File: config.mk
export PLATFORM = sky130hd
export DESIGN_NAME = alul_flat
export DESIGN_NICKNAME = d
export VERILOG_FILES = /design/src/rtl/alul_if.sv /design/src/rtl/alul.sv /design/src/flat_wrapper.sv
export SDC_FILE = /design/constraint.sdc
export NUM_CORES = 1
export LEC_CHECK = 0
export BUFFER_PORTS_ARGS = -buffer_cell sky130_fd_sc_hd__buf_2
export CELL_PAD_IN_SITES_DETAIL_PLACEMENT = 0
export CELL_PAD_IN_SITES_GLOBAL_PLACEMENT = 1
export CORE_ASPECT_RATIO = 1.2
export CORE_MARGIN = 10
export CORE_UTILIZATION = 35
export CTS_BUF_LIST = sky130_fd_sc_hd__clkbuf_8
export CTS_CLUSTER_SIZE = 40
export DETAILED_ROUTE_END_ITERATION = 8
export HOLD_SLACK_MARGIN = 0.12
export PLACE_DENSITY_LB_ADDON = 0.1
export REMOVE_ABC_BUFFERS = 1
export SKIP_CTS_REPAIR_TIMING = 1
export SYNTH_ARGS = -nofsm -noshare
export SYNTH_HDL_FRONTEND = slang
export SYNTH_SLANG_ARGS = --single-unit
File: constraint.sdc
create_clock -name clk -period 3.6 [get_ports clk]
set_input_delay 0.72 -clock clk [delete_from_list [all_inputs] [get_ports clk]]
set_output_delay 0.72 -clock clk [all_outputs]
set_load 0.01 [all_outputs]
File: src/rtl/alul_if.sv
// alul_if: operand/select inputs and registered result/flag outputs of the logic unit
interface alul_if #(parameter int WIDTH = 8);
  logic [WIDTH-1:0] A;
  logic [WIDTH-1:0] B;
  logic [1:0]       SEL;
  logic             in_valid;
  logic [WIDTH-1:0] OUT;
  logic             out_valid;
  logic             zero;
  logic             parity;
  modport master (output A, B, SEL, in_valid, input OUT, out_valid, zero, parity);
  modport slave  (input A, B, SEL, in_valid, output OUT, out_valid, zero, parity);
endinterface

File: src/rtl/alul.sv
// alul: registered bitwise AND/OR/XOR/NOT unit with valid, zero and parity flags
module alul #(parameter int WIDTH = 8) (
  input logic   clk,
  input logic   rst_n,
  alul_if.slave bus
);
  logic [WIDTH-1:0] res_d, out_q;
  logic             valid_q, zero_q, parity_q;
  always_comb begin
    res_d = '0;
    case (bus.SEL)
      2'b00:   res_d = bus.A & bus.B;
      2'b01:   res_d = bus.A | bus.B;
      2'b10:   res_d = bus.A ^ bus.B;
      2'b11:   res_d = ~bus.A;
      default: res_d = '0;
    endcase
  end
  // result and flags hold when idle; only out_valid drops
  always_ff @(posedge clk) begin
    if (!rst_n) begin
      out_q    <= '0;
      valid_q  <= 1'b0;
      zero_q   <= 1'b0;
      parity_q <= 1'b0;
    end else begin
      valid_q <= bus.in_valid;
      if (bus.in_valid) begin
        out_q    <= res_d;
        zero_q   <= (res_d == '0);
        parity_q <= ^res_d;
      end
    end
  end
  assign bus.OUT       = out_q;
  assign bus.out_valid = valid_q;
  assign bus.zero      = zero_q;
  assign bus.parity    = parity_q;
endmodule

File: src/flat_wrapper.sv
// flat-port wrapper written by rule: the top's interface ports become plain ports
module alul_flat 
#(parameter int WIDTH = 8)
  (clk, rst_n, bus_A, bus_B, bus_SEL, bus_in_valid, bus_OUT, bus_out_valid, bus_zero, bus_parity);
  alul_if #(.WIDTH(WIDTH)) bus_i ();
  input logic clk;
  input logic rst_n;
  input wire logic [$bits(bus_i.A)-1:0] bus_A;
  input wire logic [$bits(bus_i.B)-1:0] bus_B;
  input wire logic [$bits(bus_i.SEL)-1:0] bus_SEL;
  input wire logic [$bits(bus_i.in_valid)-1:0] bus_in_valid;
  output wire logic [$bits(bus_i.OUT)-1:0] bus_OUT;
  output wire logic [$bits(bus_i.out_valid)-1:0] bus_out_valid;
  output wire logic [$bits(bus_i.zero)-1:0] bus_zero;
  output wire logic [$bits(bus_i.parity)-1:0] bus_parity;
  assign bus_i.A = bus_A;
  assign bus_i.B = bus_B;
  assign bus_i.SEL = bus_SEL;
  assign bus_i.in_valid = bus_in_valid;
  assign bus_OUT = bus_i.OUT;
  assign bus_out_valid = bus_i.out_valid;
  assign bus_zero = bus_i.zero;
  assign bus_parity = bus_i.parity;
  alul #(.WIDTH(WIDTH)) u_core (.clk(clk), .rst_n(rst_n), .bus(bus_i));
endmodule
# Word level (Yosys, flattened, before mapping)
# Cells that the tools add are included.
# totals
output_inout_bits	11
mem_bits_rw	0
memories	0
mem_bits_ro	0
latchBits	0
regBits	11
# classes
reduce_logical	3
n_bitwise	4
n_addsub	0
order_cmp	0
n_shift	0
div_mod_pow	0
n_mux	1
eq_ne	3
mul	0
# op_table
op	count
one-hot mux 8 bit (4 select lines)	1
AND 8 bit	1
zero test 8 bit	1
NOT 8 bit	1
bitwise OR 8 bit	1
XOR reduction 8 bit	1
XOR 8 bit	1
equality test 2 bit (second input constant)	2
equality test 2 x 1 -> 1 bit (second input constant)	1
zero test 2 bit	1

# Longest topological paths before layout
# Gate-level depths: netlist of the first run.
# depth
ltp_word	3
depth_mapped	8
mapped_depth_nobuf	8

# Worst setup path after synthesis of the first run
# OpenSTA, ideal clock, no wires.
# synth_path
kind	input port to flip-flop
start	in bus_B[0]
end	reg u_core.parity_q, in the netlist u_core.bus.parity
stages	8
path_slack_ns	1.287
setup_time_ns	0.129
required_ns	3.471
arrival_time_ns	2.185
path_cell_list	inv_1 > ha_1 > inv_1 > mux4_2 > ha_1 > xnor2_1 > xnor2_1 > a21oi_1
# synth_between
elab_chain_len	3
word_cells_on_any_way	5
cone_classes	mux (1); bitwise (3); reduce/logical (1)
# synth_lines
item	line_no	text
from (decl)	flat_wrapper.sv:9	input wire logic [$bits(bus_i.B)-1:0] bus_B;
XOR 8 bit, or another cell as far along	alul.sv:14	2'b10: res_d = bus.A ^ bus.B;
one-hot mux 8 bit (4 select lines) (*)	alul.sv:11	case (bus.SEL)
XOR reduction 8 bit (*)	alul.sv:31	parity_q <= ^res_d;
to (signal assigned)	alul.sv:31	
to (decl)	alul.sv:8	logic valid_q, zero_q, parity_q;
# Every way passes the cells marked *; elsewhere a longest branch is shown, timed or not.
# A chain may end at the register's enable or synchronous reset.

# Final worst setup path of the first run
# layout_path
start	in bus_A[0]
end	reg u_core.parity_q, in the netlist u_core.bus.parity
# layout_between
elab_chain_len	3
word_cells_on_any_way	6
cone_classes	mux (1); bitwise (4); reduce/logical (1)
# layout_lines
item	line_no	text
from (decl)	flat_wrapper.sv:8	input wire logic [$bits(bus_i.A)-1:0] bus_A;
XOR 8 bit, or another cell as far along	alul.sv:14	
one-hot mux 8 bit (4 select lines) (*)	alul.sv:11	
XOR reduction 8 bit (*)	alul.sv:31	
# Marks and branches as above.

==> results_dict.tcl, run 1 <==
set metrics [dict create \
    die_area_sq_um 5300 \
    r2r-start "u_core.bus.parity" \
    ys_types 17 \
    dr.first_iter.drc_count 30 \
    syn_area_per_cell_sq_um 9.65 \
    synthTopCellsByArea "ha_1 26%, dfxtp_1 23%, mux4_2 18%" \
    critPathSlowestCell "mux4_2" \
    nFillCells 292 \
    crit_type "input port to flip-flop" \
    drive_above_1_share_pct 33.3 \
    ff2ff_setup_slack_ns 2.95 \
    startpoint_type "input port" \
    grt.overflow.total 0 \
    path_clk_slew_ns 0.05 \
    syn_inst 101 \
    insertion_delay_ns 0.23 \
    initial_core_util_pct 37.5 \
    fin_nets 174 \
    synth_edf_count 0 \
    finalHoldViolCount 0 \
    fmax_mhz 445 \
    syn_area_sq_um 975 \
    period_share_pct 62.4 \
    dr.pass1.iters 2 \
    core.rowCount 20 \
    rsz0062_at_grt "false" \
    portBuffers 31 \
    avgViaCountPerCell 4.47 \
    arrival_ns 2.36 \
    status "finished, final reports clean" \
    io_pins 32 \
    crit_start "bus_A[0]" \
    cts_buffer_depth 2 \
    avgRoutedWirePerCell_um 11.2 \
    ir_drop_uv 159 \
    crit_required_ns 3.71 \
    dp_hpwl_um 1670 \
    cp_cell_sequence "buf_2, inv_1, ha_1, inv_1, mux4_2, ha_1, xnor2_1, xnor2_1, a21oi_1" \
    core_area_sq_um 2600 \
    min_period_ns 2.25 \
    drv_cap 0 \
    critPathTopFamily "adder cells" \
    area_growth_pct 21.7 \
    setup_tns_ns 0 \
    root_buffer "clkbuf_8" \
    async_flop_share_pct 0 \
    cp_num_cells 9 \
    setup_viol 0 \
    grt_usage_pct 7.47 \
    gp_congestion 0.720 \
    die_h_um 77.8 \
    antenna_cells 0 \
    grt_pass1_vias 793 \
    netlist.area_leader.share_pct 25.7 \
    r2r_cells 2 \
    critPathCaptureType "flip-flop" \
    cp.buffers_inverters 3 \
    utilization_pct 45.6 \
    rr_endpoint "u_core.bus.parity" \
    ys.flop_type "dfxtp_1" \
    cpPeakStageDelay_ns 0.48 \
    die_w_um 68.2 \
    grt_pass1_wl_um 3250 \
    routed_wl_um 1850 \
    max_slew_margin_pct 80.5 \
    dr_total_vias 738 \
    antenna_found_initial 0 \
    critPathMaxFanout 3 \
    drc_errors 0 \
    numCtsBuffers 3 \
    ys_ff_latch 11 \
    worst_hold_path_type "flip-flop to flip-flop" \
    drv_slew 0 \
    ys_seq_area_share_pct 22.6 \
    cts_sinks 11 \
    grt_max_degree 14 \
    cts_tree "yes" \
    ant_nets 0 \
    critPathCapture "u_core.bus.parity" \
    leakage_uw 0.000662 \
    synth_top_area_cell "ha_1" \
    power_density_nw_per_um2 314 \
    worstMarginPinSlew_ns 0.291 \
    yosysWarnings 0 \
    htree_levels 1 \
    clock_skew_ns 0 \
]
==> metal layers <==
layer,up-vias,routed length (um),track usage (%)
met4,0,13,2.42
met3,2,203,3.02
met1,331,690,8.07
li1,386,-,-
met2,19,942,12.7
met5,-,0,0
==> final cells by class <==
| type | count | area, sq um | area share (%) |
|---|---|---|---|
| Multi-Input combinational cell | 53 | 601 | 50.6 |
| Sequential cell | 11 | 220 | 18.6 |
| Timing Repair Buffer | 31 | 155 | 13.1 |
| Inverter | 33 | 124 | 10.4 |
| Clock buffer | 3 | 41.3 | 3.48 |
| Tap cell | 33 | 41.3 | 3.48 |
| Clock inverter | 1 | 3.75 | 0.316 |
==> worst min-delay path: cells and delay by family, from the launching register on <==
kind / cells / cell delay (ns)
and+or+nand+nor: 1 / 0.07
AOI/OAI and AO/OA: 1 / 0.05
DFF: 1 / 0.30
==> cell usage in the layout (no fill, tap or decap), drive strengths merged <==
cell    Yosys  routed
ha         20      20
buf         2      31
nand2       1       1
a21oi       2       2
o21ai       9       9
clkbuf      2       3
nor2b       1       1
dfxtp      11      11
and4        1       1
mux2i       1       1
nand3b      7       7
xnor2       3       3
mux4        8       8
inv        33      34
==> sequential cells by signal, indices dropped and copies added, names as in the netlist <==
register and flops:
u_core.bus.OUT 8, u_core.bus.out_valid 1, u_core.bus.parity 1, u_core.bus.zero 1
==> worst min path at each step <==
| stage | end | depth (start not counted) | from |
|---|---|---|---|
| 2_1_floorplan | u_core.bus.OUT[2] | 2 | u_core.bus.OUT[2] |
| 3_3_place_gp | u_core.bus.OUT[4] | 2 | u_core.bus.OUT[4] |
| 3_5_place_dp | u_core.bus.OUT[4] | 2 | u_core.bus.OUT[4] |
| 4_1_cts | u_core.bus.OUT[4] | 2 | u_core.bus.OUT[4] |
| 5_1_grt | u_core.bus.OUT[3] | 2 | u_core.bus.OUT[3] |
| 6_report | u_core.bus.OUT[3] | 2 | u_core.bus.OUT[3] |
==> stage by stage <==
| stage | cells | total power (uW) | hold slack, ns | setup WS, ns | cell area (sq um) |
|---|---|---|---|---|---|
| after floorplan | 97 | 218 | 0.497 | 1.30 | 945 |
| after global placement | 161 | 258 | 0.461 | 1.11 | 1140 |
| after detailed placement | 161 | 262 | 0.464 | 1.09 | 1140 |
| after CTS | 165 | 379 | 0.472 | 1.33 | 1190 |
| after global routing | 165 | 403 | 0.499 | 1.24 | 1190 |
| final | 165 | 372 | 0.468 | 1.35 | 1190 |
==> cell usage after synthesis (2+ instances only) <==
cell type / n
inv_1: 33
ha_1: 20
dfxtp_1: 11
mux4_2: 8
nand3b_1: 7
o21ai_1: 6
xnor2_1: 3
buf_6: 2
clkbuf_1: 2
o21ai_0: 2
==> where the power goes <==
group	leakage [uW]	internal [uW]	switching, uW
registers	0.0000908	133	4.67
logic	0.000544	62.4	56.1
clock network	0.0000269	74.4	41.5
total	0.000662	270	102
==> kinds of logic (layout without fill, tap and decap cells) <==
family	count (synthesis)	in the layout	share of synthesized area [%]
fa+ha+maj	20	20	25.7
flops	11	11	22.6
simple gates	10	10	7.32
compound gates	11	11	6.42
xor+xnor	3	3	2.70
buf+inv	37	68	15.8
mux	9	9	19.5
(Power assumes the default switching activity.)
==> inputs of run 2 (changes only) <==
==> constraint.sdc (replaced) <==
create_clock -name clk -period 2.2 [get_ports clk]
set_input_delay 0.44 -clock clk [delete_from_list [all_inputs] [get_ports clk]]
set_output_delay 0.44 -clock clk [all_outputs]
set_load 0.01 [all_outputs]
==> results_dict.tcl, run 2 (synthesis gave the netlist of run 1 again) <==
set metrics [dict create \
    hold_end "u_core.bus.OUT[3]" \
    numCtsBuffers 3 \
    root_buffer "clkbuf_8" \
    drive_above_1_share_pct 34.8 \
    nFillCells 274 \
    ant_nets 0 \
    clock_skew_ns 0 \
    power_density_nw_per_um2 510 \
    status "finished, final reports clean" \
    setup_tns_ns 0 \
    critPathTopFamily "adder cells" \
    max_slew_margin_pct 80.1 \
    pre_cts_slack_ns -0.0114 \
    cts_tree "yes" \
    dp_hpwl_um 1680 \
    initial_core_util_pct 37.5 \
    placed_cell_area_sq_um 1160 \
    setup_slack_ns 0.255 \
    crit_type "input port to flip-flop" \
    gp_congestion 0.643 \
    largest_register_ffs 8 \
    dr.pass1.iters 4 \
    r2r-start "u_core.bus.parity" \
    drv_cap 0 \
    rr_endpoint "u_core.bus.parity" \
    dr_total_vias 753 \
    routed_wl_um 1870 \
    leakage_uw 0.000676 \
    rsz0062_at_grt "false" \
    antenna_found_initial 0 \
    utilization_pct 46.4 \
    drv_slew 0 \
    grt_max_degree 14 \
    grt_pass1_vias 784 \
    core_area_sq_um 2600 \
    seq_area_sq_um 220 \
    avgRoutedWirePerCell_um 11.2 \
    insertion_delay_ns 0.23 \
    avgViaCountPerCell 4.48 \
    finalInstanceArea_sq_um 1210 \
    core.rowCount 20 \
    worstMarginPinSlew_ns 0.298 \
    fmax_mhz 514 \
    min_from "u_core.bus.OUT[3]" \
    path_clk_slew_ns 0.05 \
    drc_errors 0 \
    startpoint_type "input port" \
    cts_sinks 11 \
    worst_hold_path_type "flip-flop to flip-flop" \
    crit_required_ns 2.31 \
    critPathCaptureType "flip-flop" \
    cpPeakStageDelay_ns 0.48 \
    io_pins 32 \
    die_area_sq_um 5300 \
    ir_drop_uv 232 \
    ff2ff_setup_slack_ns 1.55 \
    grt.overflow.total 0 \
    grt_pass1_wl_um 3260 \
    power.total_uw 616 \
    die_h_um 77.8 \
    arrival_ns 2.06 \
    cp.buffers_inverters 3 \
    final_common_cell "inv_1" \
    die_w_um 68.2 \
    grt_usage_pct 7.64 \
    dr.first_iter.drc_count 18 \
    setup_viol 0 \
    multiInputGateArea_sq_um 601 \
    min_period_ns 1.94 \
    critPathSlowestCell "mux4_2" \
    layout_common_cells "34 x inv_1, 31 x buf_2, 20 x ha_1, 11 x dfxtp_1, 8 x mux4_2" \
    critPathMaxFanout 2 \
    worstHoldPathCells 2 \
    area_growth_pct 24.0 \
    finalHoldViolCount 0 \
    r2r_cells 2 \
    htree_levels 1 \
    portBuffers 31 \
    fin_nets 177 \
    cts_buffer_depth 2 \
    antenna_cells 0 \
    cp_cell_sequence "buf_2, inv_1, ha_1, inv_1, mux4_2, ha_1, xnor2_1, xnor2_1, a21oi_1" \
    period_share_pct 88.4 \
]
==> run 2: cell types whose count changed in the layout (fill, tap and decap cells not counted) <==
cell / delta
buf_4: +3
==> run 2: metal layers <==
layer  track usage (%)  share of wire (%)  up-vias
li1                  -                  -      391
met1              8.81                 43      341
met2              12.4                 48       19
met3              2.16                7.5        2
met4              3.63               0.69        0
met5                 0                  0        -
==> run 2: worst max-delay path by stage <==
stage          startpoint           endpoint  slack [ns]  cells after the start
2_1_floorplan    bus_B[0]  u_core.bus.parity        0.18                      8
3_3_place_gp     bus_A[1]  u_core.bus.parity        0.01                      9
3_5_place_dp     bus_A[1]  u_core.bus.parity       -0.01                      9
4_1_cts          bus_A[1]  u_core.bus.parity        0.23                      9
5_1_grt          bus_B[1]  u_core.bus.parity        0.13                      9
6_report         bus_B[1]  u_core.bus.parity        0.26                      9
==> run 2: stage by stage <==
step,hold slack [ns],instances
final,0.470,168
after global routing,0.499,168
after CTS,0.473,168
after detailed placement,0.465,164
after global placement,0.461,164
after floorplan,0.497,97
==> run 2: layout make-up <==
class                   count  area share, %
multi-input cells          53           49.7
flip-flops and latches     11           18.2
repair buffers             34           14.7
inverters                  33           10.2
clock buffers               3           3.42
well taps                  33           3.42
clock inverters             1          0.311
==> run 2: report_power, final <==
part / internal (uW) / switching [uW] / leakage (uW)
clock network: 122 / 69.0 / 0.0000269
logic: 107 / 93.8 / 0.000558
registers: 217 / 7.03 / 0.0000908
total: 446 / 170 / 0.000676
==> run 2: worst register-to-register path, delay by kind of cell (launching register included) <==
kind	cells	cell delay (ns)
compound gates	2	0.23
flops	1	0.30
